[src/rtl/alarm_pkg.sv]
// Shared types and defaults for the alarm controller slice.
package alarm_pkg;

  typedef enum logic [1:0] {
    IDLE   = 2'd0,
    RING   = 2'd1,
    SNOOZE = 2'd2
  } state_t;

  localparam int SNOOZE_CNT_W = 3;

  localparam int DEF_RING_TICKS   = 16;
  localparam int DEF_SNOOZE_TICKS = 12;
  localparam int DEF_MAX_SNOOZE   = 3;
  localparam int DEF_TONE_DIV     = 2;

  // Counter width for a count of n states, never narrower than one bit.
  function automatic int cnt_w(input int n);
    return (n <= 2) ? 1 : $clog2(n);
  endfunction

endpackage

[src/rtl/alarm_ctrl_btn_edge.sv]
// Raw button conditioning: two-flop synchroniser plus a history flop that
// yields a single-cycle pulse on each press, however long it is held.
module btn_edge (
  input  logic clk,
  input  logic reset,
  input  logic btn_i,
  output logic pulse_o
);

  logic sync1_q, sync2_q, hist_q;

  always_ff @(posedge clk or posedge reset) begin
    if (reset) begin
      sync1_q <= 1'b0;
      sync2_q <= 1'b0;
      hist_q  <= 1'b0;
    end else begin
      sync1_q <= btn_i;
      sync2_q <= sync1_q;
      hist_q  <= sync2_q;
    end
  end

  assign pulse_o = sync2_q & ~hist_q;

endmodule

[src/rtl/alarm_ctrl.sv]
// Alarm behaviour stage: ring / snooze / acknowledge FSM with ring timeout,
// sticky missed flag and square-wave buzzer.
module alarm_ctrl
  import alarm_pkg::*;
#(
  parameter int RING_TICKS   = DEF_RING_TICKS,
  parameter int SNOOZE_TICKS = DEF_SNOOZE_TICKS,
  parameter int MAX_SNOOZE   = DEF_MAX_SNOOZE,
  parameter int TONE_DIV     = DEF_TONE_DIV
) (
  input  logic                    clk,
  input  logic                    reset,
  input  logic                    alarm_hit,
  input  logic                    alarm_en,
  input  logic                    ack_btn,
  input  logic                    snooze_btn,
  output logic                    buzzer,
  output logic                    ringing,
  output logic                    snoozing,
  output logic [SNOOZE_CNT_W-1:0] snooze_cnt,
  output logic                    missed
);

  localparam int RW = cnt_w(RING_TICKS);
  localparam int SW = cnt_w(SNOOZE_TICKS);
  localparam int TW = cnt_w(TONE_DIV);

  localparam logic [RW-1:0]           RING_LAST = RW'(RING_TICKS - 1);
  localparam logic [SW-1:0]           SNZ_LAST  = SW'(SNOOZE_TICKS - 1);
  localparam logic [TW-1:0]           TONE_LAST = TW'(TONE_DIV - 1);
  localparam logic [SNOOZE_CNT_W-1:0] SNZ_MAX   = SNOOZE_CNT_W'(MAX_SNOOZE);

  logic ack_pulse, snz_pulse;

  btn_edge u_ack (
    .clk     (clk),
    .reset   (reset),
    .btn_i   (ack_btn),
    .pulse_o (ack_pulse)
  );

  btn_edge u_snz (
    .clk     (clk),
    .reset   (reset),
    .btn_i   (snooze_btn),
    .pulse_o (snz_pulse)
  );

  state_t                  state_q, state_d;
  logic [RW-1:0]           ring_tmr_q, ring_tmr_d;
  logic [SW-1:0]           snz_tmr_q, snz_tmr_d;
  logic [TW-1:0]           tone_q, tone_d;
  logic                    buzzer_q, buzzer_d;
  logic [SNOOZE_CNT_W-1:0] snz_cnt_q, snz_cnt_d;
  logic                    missed_q, missed_d;
  logic                    ringing_q, snoozing_q;

  always_ff @(posedge clk or posedge reset) begin
    if (reset) begin
      state_q    <= IDLE;
      ring_tmr_q <= '0;
      snz_tmr_q  <= '0;
      tone_q     <= '0;
      buzzer_q   <= 1'b0;
      snz_cnt_q  <= '0;
      missed_q   <= 1'b0;
      ringing_q  <= 1'b0;
      snoozing_q <= 1'b0;
    end else begin
      state_q    <= state_d;
      ring_tmr_q <= ring_tmr_d;
      snz_tmr_q  <= snz_tmr_d;
      tone_q     <= tone_d;
      buzzer_q   <= buzzer_d;
      snz_cnt_q  <= snz_cnt_d;
      missed_q   <= missed_d;
      ringing_q  <= (state_d == RING);
      snoozing_q <= (state_d == SNOOZE);
    end
  end

  // buzzer_d defaults low so every non-ringing cycle, including exits, is silent.
  always_comb begin
    state_d    = state_q;
    ring_tmr_d = ring_tmr_q;
    snz_tmr_d  = snz_tmr_q;
    tone_d     = tone_q;
    buzzer_d   = 1'b0;
    snz_cnt_d  = snz_cnt_q;
    missed_d   = missed_q;
    unique case (state_q)
      IDLE: begin
        if (alarm_hit && alarm_en) begin
          state_d    = RING;
          ring_tmr_d = '0;
          tone_d     = '0;
          snz_cnt_d  = '0;
          missed_d   = 1'b0;
        end else if (ack_pulse) begin
          missed_d = 1'b0;
        end
      end
      RING: begin
        if (!alarm_en || ack_pulse) begin
          state_d = IDLE;
        end else if (snz_pulse && (snz_cnt_q < SNZ_MAX)) begin
          state_d   = SNOOZE;
          snz_cnt_d = snz_cnt_q + 1'b1;
          snz_tmr_d = '0;
        end else if (ring_tmr_q == RING_LAST) begin
          state_d  = IDLE;
          missed_d = 1'b1;
        end else begin
          ring_tmr_d = ring_tmr_q + 1'b1;
          buzzer_d   = buzzer_q;
          if (tone_q == TONE_LAST) begin
            tone_d   = '0;
            buzzer_d = ~buzzer_q;
          end else begin
            tone_d = tone_q + 1'b1;
          end
        end
      end
      SNOOZE: begin
        if (!alarm_en || ack_pulse) begin
          state_d = IDLE;
        end else if (snz_tmr_q == SNZ_LAST) begin
          state_d    = RING;
          ring_tmr_d = '0;
          tone_d     = '0;
        end else begin
          snz_tmr_d = snz_tmr_q + 1'b1;
        end
      end
      default: state_d = IDLE;
    endcase
  end

  assign buzzer     = buzzer_q;
  assign ringing    = ringing_q;
  assign snoozing   = snoozing_q;
  assign snooze_cnt = snz_cnt_q;
  assign missed     = missed_q;

endmodule

[config.mk]
export PLATFORM = sky130hd
export DESIGN_NAME = alarm_ctrl
export DESIGN_NICKNAME = d
export VERILOG_FILES = /design/src/rtl/alarm_pkg.sv /design/src/rtl/alarm_ctrl_btn_edge.sv /design/src/rtl/alarm_ctrl.sv
export SDC_FILE = /design/constraint.sdc
export NUM_CORES = 1
export LEC_CHECK = 0
export ABC_AREA = 1
export BUFFER_PORTS_ARGS = -buffer_cell sky130_fd_sc_hd__buf_4
export CORE_MARGIN = 2
export CORE_UTILIZATION = 49
export CTS_CLUSTER_SIZE = 10
export DETAILED_ROUTE_END_ITERATION = 16
export GPL_TIMING_DRIVEN = 0
export PLACE_DENSITY_LB_ADDON = 0.05
export SLEW_MARGIN = 5
export SYNTH_ARGS = -nofsm -noshare
export SYNTH_HDL_FRONTEND = slang
export SYNTH_SLANG_ARGS = --single-unit
[constraint.sdc]
create_clock -name clk -period 1.2 [get_ports clk]
set_input_delay 0.12 -clock clk [delete_from_list [all_inputs] [get_ports clk]]
set_output_delay 0.12 -clock clk [all_outputs]
set_load 0.005 [all_outputs]
==> results of run 1 <==
[area by class of cell]
type | instances | area [sq um]
fill | 176 | 628.1
timing repair buffer | 31 | 245.2
multi-input combinational | 85 | 609.3
inverter | 19 | 76.32
sequential | 24 | 603.1
tap | 28 | 35.03
clock buffer | 4 | 36.28
[where the power goes]
group | total (W) | switching, W | internal [W] | leakage (nW)
Clock | 0.000429 | 0.000243 | 0.000185 | 0.0210
Combinational | 0.00119 | 0.000614 | 0.000581 | 0.487
Sequential | 0.00113 | 0.000143 | 0.000986 | 0.309
[synth_stat cells]
| master | n | share of area |
|---|---|---|
| nand2_4 | 4 | 0.039 |
| nor2_2 | 1 | 0.0054 |
| inv_2 | 1 | 0.0032 |
| nand3_1 | 12 | 0.052 |
| nand2_1 | 35 | 0.11 |
| nor2_4 | 2 | 0.019 |
| inv_4 | 1 | 0.0054 |
| o21ai_2 | 1 | 0.0076 |
| nand4_1 | 2 | 0.011 |
| inv_1 | 17 | 0.055 |
| o21ai_1 | 2 | 0.0086 |
| nor3_1 | 2 | 0.0086 |
| a21oi_1 | 4 | 0.017 |
| nor2_8 | 1 | 0.017 |
| nor2_1 | 7 | 0.023 |
| xnor2_1 | 3 | 0.023 |
| dfrtp_1 | 24 | 0.52 |
| a21boi_1 | 1 | 0.0065 |
| nand3_2 | 1 | 0.0086 |
| nand3b_1 | 2 | 0.013 |
| ha_1 | 3 | 0.032 |
| xor2_1 | 1 | 0.0076 |
| a21boi_0 | 1 | 0.0065 |
[cell families after synthesis]
kind of cell               Yosys count
and+or+nand+nor                     69
DFF                                 24
buffers and inverters               19
AOI/OAI and AO/OA                    9
xor gates and xnor gates             4
adders and majority gates            3
[through the flow]
stage | utilization | cells | power, W
final | 0.7188 | 191 | 0.002752
after CTS | 0.6644 | 188 | 0.002580
after global routing | 0.7188 | 191 | 0.002936
after global placement | 0.5776 | 168 | 0.001902
after detailed placement | 0.5776 | 168 | 0.001940
after floorplan | - | 128 | 0.001697
[flip-flops by register name, summed over array words and instances (netlist names), 2 cells and up]
signal      flops
state_q         2
ring_tmr_q      4
snooze_cnt      3
snz_tmr_q       4
[worst max-delay path by stage]
| stage | startpoint | to | slack (ns) |
|---|---|---|---|
| floorplan | snz_tmr_q[0] | ring_tmr_q[2] | 0.003 |
| global placement | snz_tmr_q[0] | ring_tmr_q[0] | -0.11 |
| detailed placement | snz_tmr_q[0] | ring_tmr_q[2] | -0.12 |
| CTS | snz_tmr_q[0] | ring_tmr_q[1] | -0.05 |
| global route | snz_tmr_q[1] | ring_tmr_q[1] | -0.12 |
| finish | state_q[1] | ring_tmr_q[3] | -0.06 |
[layer usage]
metal,global-route usage,vias to the layer above
met5,0,-
met4,0.07692,0
met3,0.02571,4
met2,0.3125,13
met1,0.2363,449
li1,-,470
[timing repair]
action | in CTS | in global routing
hold buffers | 2 | 0
endpoints found under the hold margin | 2 | 0
setup buffers | 14 | 3
cloned | 0 | 0
gates resized for setup | 12 | 26
pin swaps | 13 | 14
endpoints found under the setup margin | 14 | 16
==> summary.json, run 1 <==
{
  "worst_setup_path": {
    "flop_to_flop_setup_slack_ns": -0.06,
    "timing.setup.critical_path_class": "reg2reg",
    "timing.critical_path.mode_cell": "nand2_1",
    "critical_path_arrival_ns": 1.47,
    "worst_setup_path_start_kind": "flip-flop",
    "cpMaxStageDelayCell": "dfrtp_2",
    "timing.critical_path.max_delay_family": "simple AND/OR/NAND/NOR gates",
    "cp_num_buf_inv": 1,
    "timing.critical_path.slowest_cell_delay_ns": 0.48,
    "timing.reg2reg.worst_path_depth": 8,
    "regToRegStartpoint": "state_q[1]",
    "critical_path.cell_chain": "nand2_1 > inv_1 > a21oi_2 > nand2_1 > nor2_4 > nand2_4 > nand2_1 > nand2_1",
    "cp_max_fo": 7,
    "worstSetupEndpointType": "flip-flop",
    "worst_ep_required_time_ns": 1.42,
    "cp_num_cells": 8,
    "worst_r2r_endpoint": "ring_tmr_q[3]"
  },
  "logic_synthesis": {
    "synth_top_family_by_area": "simple AND/OR/NAND/NOR gates",
    "post_synth_and_or_nand_nor_area_fraction": 0.3096,
    "synth_fp_nets": 137,
    "synthesis.instances": 128,
    "postSynthAreaPerCell_sq_um": 9.061,
    "yosysSeqAreaShare": 0.5178,
    "synthesis.yosys.warnings": 0,
    "synth-seq-cells": 24,
    "yosys.area_share.adder": 0.03236,
    "synth_mux_area_frac": 0,
    "post_synth_xor_area_fraction": 0.03020,
    "post_synth_instance_area_sq_mm": 0.001160,
    "synth_compound_area_frac": 0.04639,
    "synthDistinctLibCells": 23
  },
  "global_route": {
    "grt_overflow_total": 0,
    "first_pass_grt_wire_length_um": 3726,
    "grt_util_all_layers": 0.1852,
    "first_global_vias": 875,
    "antenna_violations_before_repair": 0,
    "maximum_number_of_pins_on_one_net_before_global_route_repair": 25
  },
  "floorplan": {
    "ioPinCount": 13,
    "die-width_um": 52.65,
    "dieHeight_um": 52.65,
    "core_area_sq_mm": 0.002233,
    "placement_rows": 17,
    "initial_cell_density_of_the_core": 0.5193,
    "total_die_area_sq_mm": 0.002772
  },
  "sta": {
    "fin_crit_ns": 1.259,
    "finClkSkew_ns": 0.01135,
    "max-slew-margin-rel": 0.3882,
    "drv_slew": 0,
    "post_route_fraction_of_the_period_consumed_by_the_critical_path": 1.049,
    "report.final.hold_viol_count": 15,
    "max_slew.worst_pin.slew_ns": 0.9167,
    "final.setup.tns_ns": -0.3459,
    "finalSetupViolCount": 8,
    "max_freq_mhz": 794.5,
    "finalWorstSetupSlack_ns": -0.05862,
    "final.hold.worst_slack_ns": -0.007437,
    "unrepaired_setup_endpoints_after_global_routing": "true"
  },
  "finish": {
    "antenna_cells": 0,
    "most-common-layout-cells": "27 x buf_4, 23 x nand2_1, 22 x dfrtp_1",
    "drive_gt1_frac": 0.4601,
    "finish.instance_area_sq_mm": 0.001605,
    "area_growth_synth_to_finish_pct": 38.40,
    "mostFrequentLayoutCell": "buf_4",
    "fin_nets": 173
  },
  "clocking": {
    "cts_root_buf": "clkbuf_4",
    "insertion_delay_ns": 0.32,
    "clkSinkCount": 24,
    "cts.path.max_buffers": 2,
    "cts_tree": "built",
    "cts_htree_levels": 1,
    "clk_pin_slew_ns": 0.14,
    "cts_buffer_count": 3
  },
  "drt": {
    "routed.top_layer": "met4",
    "route.antenna.remaining_nets": 0,
    "drt_wl_total_um": 2498,
    "drtPass1Iterations": 6,
    "routedWlPerCell_um": 13.08,
    "drt-met1-wl_um": 1090,
    "detailroute.wirelength.met2_um": 1310,
    "met3_wire_length_um": 55,
    "vias": 936,
    "drc_errors": 0,
    "detail_route.iter0.violations": 15,
    "viasPerCell": 4.901
  },
  "job": {
    "number_of_violations_of_the_max_capacitance_limit": 0
  },
  "status": {
    "violations": "hold timing, setup timing",
    "status": "finished with violations"
  },
  "worst_hold_path": {
    "hp-class": "in2async"
  },
  "placed_design": {
    "dp_hpwl_um": 1479,
    "place_ws_ns": -0.1220,
    "placed_area_sq_mm": 0.001290,
    "finalWeightedCongestion": 0.7652,
    "portBuffers": 12
  },
  "pwr": {
    "total_power_density_per_cell_area_mw_per_mm2": 1714,
    "vdd.ir_drop.worst_mv": 1.172,
    "p_leak_nw": 0.8165
  }
}
Note: power is estimated with default switching activity, not from simulation.
==> inputs of run 2 (changes only) <==
BUFFER_PORTS_ARGS = -buffer_cell sky130_fd_sc_hd__buf_2   (was -buffer_cell sky130_fd_sc_hd__buf_4)
==> run 2 against run 1 <==
  * The run still ends with hold timing, setup timing left
  * Global-route usage fell by 0.14 points
  * Non-clock buffer count fell by 4
  * Core utilization fell by 4.1 points
  * Flip-flop and latch count did not move
  * Die area did not move
  * Critical path depth did not move
  * Worst setup slack improved by 0.0062 ns
  * Power rose by 0.52%
  * Largest power group is now registers
==> summary.json, run 2 (synthesis results as in run 1) <==
{
  "placed_design": {
    "portBuffers": 12,
    "dp_hpwl_um": 1420,
    "place_ws_ns": -0.1190,
    "placed_area_sq_mm": 0.001260,
    "dpl.cell_count": 168,
    "finalWeightedCongestion": 0.7518
  },
  "worst_setup_path": {
    "regToRegStartpoint": "state_q[1]",
    "cp_max_fo": 7,
    "worstSetupEndpointType": "flip-flop",
    "timing.critical_path.slowest_cell_delay_ns": 0.49,
    "critical_path.cell_chain": "nand2_2 > inv_2 > a21oi_2 > nand2_2 > nor2_4 > nand2_4 > nand2_1 > nand2_1",
    "critical_path_arrival_ns": 1.47,
    "cp_num_buf_inv": 1,
    "cpMaxStageDelayCell": "dfrtp_2",
    "worst_setup_path_start_kind": "flip-flop",
    "timing.setup.critical_path_class": "reg2reg",
    "timing.critical_path.max_delay_family": "simple AND/OR/NAND/NOR gates",
    "crit_start": "state_q[1]",
    "worst_ep_required_time_ns": 1.42
  },
  "global_route": {
    "first_pass_grt_wire_length_um": 3781,
    "first_global_vias": 888,
    "grt_overflow_total": 0,
    "grt_util_all_layers": 0.1838,
    "maximum_number_of_pins_on_one_net_before_global_route_repair": 25,
    "antenna_violations_before_repair": 0
  },
  "sta": {
    "unrepaired_setup_endpoints_after_global_routing": "true",
    "fin_crit_ns": 1.252,
    "max_freq_mhz": 798.4,
    "max-slew-margin-rel": 0.4129,
    "post_route_fraction_of_the_period_consumed_by_the_critical_path": 1.044,
    "drv_slew": 0,
    "max_slew.worst_pin.slew_ns": 0.8797,
    "finalWorstSetupSlack_ns": -0.05243,
    "final.hold.worst_slack_ns": -0.03583,
    "finalSetupViolCount": 11,
    "report.final.hold_viol_count": 24,
    "finClkSkew_ns": 0.01013
  },
  "clocking": {
    "cts_htree_levels": 1,
    "clkSinkCount": 24,
    "cts_buffer_count": 3,
    "cts.path.max_buffers": 2,
    "cts_tree": "built",
    "clk_pin_slew_ns": 0.14,
    "cts_root_buf": "clkbuf_4",
    "insertion_delay_ns": 0.32
  },
  "floorplan": {
    "dieHeight_um": 52.65,
    "total_die_area_sq_mm": 0.002772,
    "core_area_sq_mm": 0.002233,
    "ioPinCount": 13,
    "die-width_um": 52.65,
    "initial_cell_density_of_the_core": 0.5193,
    "placement_rows": 17
  },
  "pwr": {
    "vdd.ir_drop.worst_mv": 1.214,
    "total_power_density_per_cell_area_mw_per_mm2": 1827,
    "p_leak_nw": 0.7887,
    "total_power_w": 0.002766
  },
  "drt": {
    "drc_errors": 0,
    "route.antenna.remaining_nets": 0,
    "drtPass1Iterations": 3,
    "viasPerCell": 4.877,
    "routedWlPerCell_um": 12.02,
    "vias": 912,
    "detail_route.iter0.violations": 10,
    "drt_wl_total_um": 2247
  },
  "finish": {
    "drive_gt1_frac": 0.4151,
    "area_growth_synth_to_finish_pct": 30.53,
    "multiInputGateArea_sq_um": 560.5,
    "antenna_cells": 0,
    "layout.core_utilization": 0.6779,
    "sequential_cell_area_sq_um": 603.1,
    "mostFrequentLayoutCell": "nand2_1",
    "fin_nets": 169,
    "num-fill-cells": 185,
    "layout.cells.non_filler": 187,
    "finish.instance_area_sq_mm": 0.001514,
    "most-common-layout-cells": "24 x nand2_1, 22 x dfrtp_1, 14 x inv_1"
  },
  "worst_hold_path": {
    "hp-class": "in2async"
  },
  "status": {
    "status": "finished with violations",
    "violations": "hold timing, setup timing"
  },
  "job": {
    "number_of_violations_of_the_max_capacitance_limit": 0
  }
}
## run 2: cell type report
type                    count  share of cell area
clock buffers               3             0.01488
clock inverters             1             0.01983
inverters                  19             0.04876
multi-input cells          85              0.3702
flip-flops and latches     24              0.3983
well taps                  28             0.02314
repair buffers             27              0.1248
## run 2: what timing repair did
action / in CTS / in global routing
cloned: 0 / 0
hold buffers: 2 / 0
buffers inserted: 7 / 6
resized for setup: 5 / 23
endpoints found under the setup margin: 14 / 17
endpoints found under the hold margin: 2 / 0
pin swaps: 9 / 8
## run 2: routing by layer
layer	vias up	track usage	routed length, um
met5	-	0	0
met4	0	0.07692	17
met3	2	0.02571	61
met2	11	0.3125	1223
met1	437	0.2318	945
li1	462	-	-
## run 2: path summary, 6_finish.rpt
check / endpoint / slack, ns / cells past startpoint
worst max register to register: ring_tmr_q[2] / -0.05 / 8
min in group clk: snooze_cnt[1] / 0.20 / 4
worst min register to register: u_ack.sync2_q / 0.37 / 0
max in group asynchronous: state_q[0] / 0.64 / 2
worst max-delay path: ring_tmr_q[2] / -0.05 / 8
worst min-delay path: snooze_cnt[1] / -0.04 / 2
## run 2: where the power goes
part / internal [W] / total, W / switching, W
Clock: 0.000338 / 0.000581 / 0.000243
Sequential: 0.000986 / 0.00112 / 0.000131
Combinational: 0.000499 / 0.00107 / 0.000569
## run 2: worst reg2reg max path, delay by kind of cell, from the launching register on
kind | cells | cell delay (ns)
AO/OA/AOI/OAI | 1 | 0.12
buffers and inverters | 1 | 0.03
flip-flops | 1 | 0.49
AND/OR/NAND/NOR | 6 | 0.51
## run 2: through the flow
stage	hold WS, ns	TNS, ns
floorplan	0.1346	0
global placement	0.2271	-0.6902
detailed placement	0.2298	-0.8665
CTS	0.003556	-0.4200
global route	0.03755	-1.672
finish	-0.03583	-0.4035
